--- src/rtl/alarm_controller_pkg.sv ---
// Shared state encodings and time-field widths for the alarm controller slice.
`default_nettype none

package alarm_controller_pkg;

  localparam int HR_W  = 5;
  localparam int MIN_W = 6;
  localparam int SEC_W = 6;

  typedef enum logic [1:0] {
    ST_IDLE    = 2'b00,
    ST_RINGING = 2'b01,
    ST_SNOOZE  = 2'b10
  } state_e;

endpackage

`default_nettype wire

--- src/rtl/alarm_controller_tick_timer.sv ---
// tick_timer: counts tick pulses from zero and flags the tick that completes 'terminal' counts.
`default_nettype none

module tick_timer #(
  parameter int TW = 9
) (
  input  logic          clk,
  input  logic          rst,
  input  logic          clr,
  input  logic          tick,
  input  logic [TW-1:0] terminal,
  output logic          done
);

  logic [TW-1:0] cnt_q;
  logic [TW-1:0] cnt_d;

  assign done = tick & (cnt_q == (terminal - TW'(1)));

  // The owner clears the timer on the done tick, so it never reaches terminal.
  always_comb begin
    cnt_d = cnt_q;
    if (clr) begin
      cnt_d = '0;
    end else if (tick && !done) begin
      cnt_d = cnt_q + TW'(1);
    end
  end

  always_ff @(posedge clk) begin
    if (!rst) begin
      cnt_q <= '0;
    end else begin
      cnt_q <= cnt_d;
    end
  end

endmodule

`default_nettype wire

--- src/rtl/alarm_controller.sv ---
// alarm_controller: alarm-time match detection plus the ring/snooze/stop state machine
// driving the buzzer and status outputs, all timing qualified by the 1 Hz tick.
`default_nettype none

module alarm_controller
  import alarm_controller_pkg::*;
#(
  parameter int RING_SECONDS   = 60,
  parameter int SNOOZE_SECONDS = 300,
  parameter int MAX_SNOOZES    = 3,
  parameter int TW             = 9
) (
  input  logic             clk,
  input  logic             rst,
  input  logic             tick_1hz,
  input  logic [HR_W-1:0]  cur_hr,
  input  logic [MIN_W-1:0] cur_min,
  input  logic [SEC_W-1:0] cur_sec,
  input  logic [HR_W-1:0]  alarm_hr,
  input  logic [MIN_W-1:0] alarm_min,
  input  logic             alarm_en,
  input  logic             stop_p,
  input  logic             snooze_p,
  output logic [1:0]       state,
  output logic             ringing,
  output logic             buzzer,
  output logic [1:0]       snooze_cnt,
  output logic             missed
);

  localparam logic [TW-1:0] RING_T   = TW'(RING_SECONDS);
  localparam logic [TW-1:0] SNOOZE_T = TW'(SNOOZE_SECONDS);
  localparam logic [1:0]    MAX_SNZ  = 2'(MAX_SNOOZES);

  state_e     state_q, state_d;
  logic [1:0] snooze_cnt_q, snooze_cnt_d;
  logic       missed_q, missed_d;
  logic       beep_q, beep_d;
  logic       match_q;

  logic match;
  logic trigger;
  logic ring_tick, ring_clr, ring_done;
  logic snz_tick, snz_clr, snz_done;

  assign match   = alarm_en & (cur_hr == alarm_hr) & (cur_min == alarm_min) & (cur_sec == '0);
  assign trigger = match & ~match_q;

  // Timers run only in their own state and restart whenever that state is entered or left.
  assign ring_tick = tick_1hz & (state_q == ST_RINGING);
  assign ring_clr  = (state_q != ST_RINGING) | (state_d != ST_RINGING);
  assign snz_tick  = tick_1hz & (state_q == ST_SNOOZE);
  assign snz_clr   = (state_q != ST_SNOOZE) | (state_d != ST_SNOOZE);

  tick_timer #(.TW(TW)) u_ring_timer (
    .clk      (clk),
    .rst      (rst),
    .clr      (ring_clr),
    .tick     (ring_tick),
    .terminal (RING_T),
    .done     (ring_done)
  );

  tick_timer #(.TW(TW)) u_snooze_timer (
    .clk      (clk),
    .rst      (rst),
    .clr      (snz_clr),
    .tick     (snz_tick),
    .terminal (SNOOZE_T),
    .done     (snz_done)
  );

  always_comb begin
    state_d      = state_q;
    snooze_cnt_d = snooze_cnt_q;
    missed_d     = missed_q;
    beep_d       = beep_q;

    if (!alarm_en) begin
      state_d = ST_IDLE;
    end else if (stop_p) begin
      state_d  = ST_IDLE;
      missed_d = 1'b0;
    end else begin
      case (state_q)
        ST_IDLE: begin
          if (trigger) begin
            state_d = ST_RINGING;
            beep_d  = 1'b1;
          end
        end
        ST_RINGING: begin
          // A snooze beyond the limit falls through to normal tick handling.
          if (snooze_p && (snooze_cnt_q < MAX_SNZ)) begin
            state_d      = ST_SNOOZE;
            snooze_cnt_d = snooze_cnt_q + 2'd1;
          end else if (ring_done) begin
            state_d  = ST_IDLE;
            missed_d = 1'b1;
          end else if (tick_1hz) begin
            beep_d = ~beep_q;
          end
        end
        ST_SNOOZE: begin
          if (snz_done) begin
            state_d = ST_RINGING;
            beep_d  = 1'b1;
          end
        end
        default: state_d = ST_IDLE;
      endcase
    end

    if (state_d == ST_IDLE) begin
      snooze_cnt_d = '0;
      beep_d       = 1'b0;
    end
  end

  always_ff @(posedge clk) begin
    if (!rst) begin
      state_q      <= ST_IDLE;
      snooze_cnt_q <= '0;
      missed_q     <= 1'b0;
      beep_q       <= 1'b0;
      match_q      <= 1'b0;
    end else begin
      state_q      <= state_d;
      snooze_cnt_q <= snooze_cnt_d;
      missed_q     <= missed_d;
      beep_q       <= beep_d;
      match_q      <= match;
    end
  end

  assign state      = state_q;
  assign ringing    = (state_q == ST_RINGING);
  assign buzzer     = beep_q & (state_q == ST_RINGING);
  assign snooze_cnt = snooze_cnt_q;
  assign missed     = missed_q;

endmodule

`default_nettype wire

--- config.mk ---
export PLATFORM = sky130hd
export DESIGN_NAME = alarm_controller
export DESIGN_NICKNAME = d
export VERILOG_FILES = /design/src/rtl/alarm_controller_pkg.sv /design/src/rtl/alarm_controller_tick_timer.sv /design/src/rtl/alarm_controller.sv
export SDC_FILE = /design/constraint.sdc
export NUM_CORES = 1
export LEC_CHECK = 0
export ABC_AREA = 1
export CAP_MARGIN = 20
export CORE_UTILIZATION = 49
export CTS_CLUSTER_DIAMETER = 200
export CTS_CLUSTER_SIZE = 24
export DETAILED_ROUTE_END_ITERATION = 16
export GPL_TIMING_DRIVEN = 0
export PLACE_DENSITY = 0.91
export RECOVER_POWER = 100
export SYNTH_ARGS = -nofsm -noshare
export SYNTH_HDL_FRONTEND = slang
export SYNTH_SLANG_ARGS = --single-unit
--- constraint.sdc ---
create_clock -name clk -period 2.4 [get_ports clk]
set_clock_uncertainty 0.2 [all_clocks]
set_input_delay 0.24 -clock clk [delete_from_list [all_inputs] [get_ports clk]]
set_output_delay 0.24 -clock clk [all_outputs]
set_load 0.01 [all_outputs]
==> results of run 1 <==
[report_power, final]
group          switching, mW  internal, mW
sequential       0.000000212         0.415
clock                  0.125        0.0623
combinational         0.0423        0.0642
total                  0.167         0.542
[area by class of cell]
| type | count | area [um2] |
|---|---|---|
| clock inverter | 1 | 5.00 |
| fill | 278 | 996 |
| timing repair buffer | 40 | 400 |
| multi-input combinational | 182 | 970 |
| inverter | 53 | 204 |
| sequential | 25 | 500 |
| tap | 44 | 55.1 |
| clock buffer | 3 | 22.5 |
[per-stage QoR]
step	hold slack (ps)	power, mW	std cells	utilization [%]
global placement	264	0.529	344	67.7
global route	309	0.750	348	68.4
floorplan	136	0.465	260	-
finish	304	0.708	348	68.4
detailed placement	279	0.531	344	67.7
CTS	300	0.717	348	68.6
[flip-flops by register name (all words and copies together), names as in the netlist]
register and cells:
state 2, u_snooze_timer.cnt_q 9, u_ring_timer.cnt_q 9, beep_q 1
snooze_cnt 2, missed 1, match_q 1
[cells in the final DEF, fill, tap and decap left out, types with 2 or more instances in the layout]
cell,instances
a21oi_1,6
clkbuf_4,3
clkdlybuf4s50_1,32
dfxtp_1,25
dlygate4sd3_1,8
ha_1,3
inv_1,51
mux2_2,2
nand2_1,68
nand2_2,2
nand2_4,2
nand3_1,15
nand4_1,2
nor2_1,36
nor3_1,7
nor3_4,4
nor3b_1,2
nor4_1,2
o21ai_0,6
or2_0,3
xnor2_1,6
xor2_1,8
[per-layer routing]
layer  routed length [um]  GRT usage [%]  vias to the layer above
li1                     -              -                      887
met1                 1520           23.5                      735
met2                 1700           39.7                       38
met3                  144           2.77                        4
met4                   31           6.17                        0
met5                    0              0                        -
[worst paths after layout]
path	slack [ps]	cells after the start	start	end
worst min-delay path	300	2	u_snooze_timer.cnt_q[8]	u_snooze_timer.cnt_q[8]
worst min register to register	300	2	u_snooze_timer.cnt_q[8]	u_snooze_timer.cnt_q[8]
worst max-delay path	190	5	state[0]	buzzer
worst max register to register	390	8	u_ring_timer.cnt_q[0]	u_ring_timer.cnt_q[1]
[worst max-delay path, delay by kind of cell, from the launching register on]
kind / cells / cell delay (ps)
DFF: 1 / 550
and+or+nand+nor: 2 / 180
buffers and inverters: 3 / 720
[cell families after synthesis]
| logic type | after synthesis | synth area share, % |
|---|---|---|
| XOR/XNOR | 14 | 7.30 |
| multiplexers | 3 | 1.94 |
| AO/OA/AOI/OAI | 15 | 4.84 |
| AND/OR/NAND/NOR | 147 | 41.7 |
| adder cells (fa/ha/maj) | 3 | 2.24 |
| buffers and inverters | 53 | 12.1 |
| flip-flops | 25 | 29.8 |
==> flow_metrics.py, run 1 <==
metrics = {
    "clock_tree": {
        "postCtsHoldBufs": 0,
        "clk_path_buf_depth": 2,
        "cts_root_buffer": "clkbuf_4",
        "clkTransAtPathRegs_ps": 140,
        "cts_made_buffers": 3,
        "clock_sinks": 25,
        "htreeDepth": 1,
        "clkLatencyLatePin_ps": 310,
        "cts_tree": "built",
        "cts_resized": 0,
        "postCtsSetupBuffers": 0,
    },
    "synth": {
        "yosysMostFrequentCell": "nand2_1",
        "syn-num-nets": 297,
        "synth_top_area_share_pct": 29.8,
        "async_flop_share_pct": 0,
        "synth-warning-count": 0,
        "synth_area_mm2": 0.00168,
        "yosysUniqueCellTypes": 29,
        "synth_top_area_cell": "dfxtp_1",
        "syn_inst": 260,
        "synth_edf_count": 0,
        "ys_seq_area_share_pct": 29.8,
        "synth.area.top_cells": "dfxtp_1 (30%), nand2_1 (15%), inv_1 (11%)",
        "postSynthAreaPerCell_um2": 6.46,
        "ys_ff_latch": 25,
        "synthTopCellsByCount": "nand2_1 (67), inv_1 (51), nor2_1 (35)",
        "synth_ff_type": "dfxtp_1",
    },
    "worst_setup_path": {
        "max_stage_delay_ps": 590,
        "critPathCaptureType": "output pin",
        "critical_path.max_fanout": 6,
        "path_cells": "nand2_4 > clkinv_4 > nand2_1 > inv_1 > dlygate4sd3_1",
        "crit_slowest_cell": "dlygate4sd3_1",
        "worstPathRequired_ps": 1960,
        "start_kind": "flop",
        "critical_path_arrival_ps": 1770,
        "crit_type": "reg -> out",
    },
    "route": {
        "vias_per_cell": 4.78,
        "drt_iter0_markers": 26,
        "remaining_drc_errors": 0,
        "num_vias": 1664,
        "wl_per_cell_um": 9.74,
        "drt_first_pass_iters": 4,
        "ant_nets": 0,
        "drt-total-wl_mm": 3.39,
    },
    "sta": {
        "relSlewSlack_pct": 76.8,
        "slew_violations": 0,
        "finalSetupTns_ps": 0,
        "finalHoldViolations": 0,
        "worstMarginPinSlew_ps": 348,
        "rsz0062_at_grt": "false",
        "fin_crit_ps": 2210,
        "fmax_ghz": 0.452,
        "worst_slack_ps": 187,
        "setup_viol": 0,
        "layout_worst_path_cycle_share_pct": 92.2,
    },
    "grt": {
        "grt_max_degree": 15,
        "grt_pass1_wl_mm": 5.80,
        "antenna_found_initial": 0,
        "track_usage_pct": 20.7,
        "grt_pass1_vias": 1511,
        "overflow": 0,
    },
    "hold_path": {
        "hp-class": "reg -> reg",
    },
    "place": {
        "place_area_mm2": 0.00213,
        "place_hpwl_mm": 2.84,
        "io_buffer_count": 40,
        "gp_congestion": 0.839,
        "place_ws_ps": 242,
    },
    "floorplanning": {
        "rows": 20,
        "coreArea_mm2": 0.00315,
        "die_w_um": 60.5,
        "die_h_um": 60.5,
        "floorplan.initialDensity_pct": 53.3,
        "die_area_mm2": 0.00367,
        "ios": 41,
    },
    "final_layout": {
        "fin_nets": 342,
        "syn_to_final_growth_pct": 28.5,
        "final_area_mm2": 0.00216,
        "antenna_cells": 0,
        "drive_above_1_share_pct": 6.58,
    },
    "power_and_ir_drop": {
        "ir_drop_mv": 0.320,
        "leakage_nw": 1.03,
        "pwr_density_cell_mw_per_mm2": 328,
    },
    "run": {
        "drv_cap": 0,
    },
    "status": {
        "status": "finished, final reports clean",
    },
}
Power figures use the tool's default switching activity.
==> run 2, diff against run 1 <==
--- a/config.mk
+++ b/config.mk
@@ -14,6 +14,7 @@
 export GPL_TIMING_DRIVEN = 0
 export PLACE_DENSITY = 0.91
 export RECOVER_POWER = 100
+export SKIP_LAST_GASP = 1
 export SYNTH_ARGS = -nofsm -noshare
 export SYNTH_HDL_FRONTEND = slang
 export SYNTH_SLANG_ARGS = --single-unit
==> results of run 2 <==
The final DEF is identical to that of run 1; final timing and power are the same.
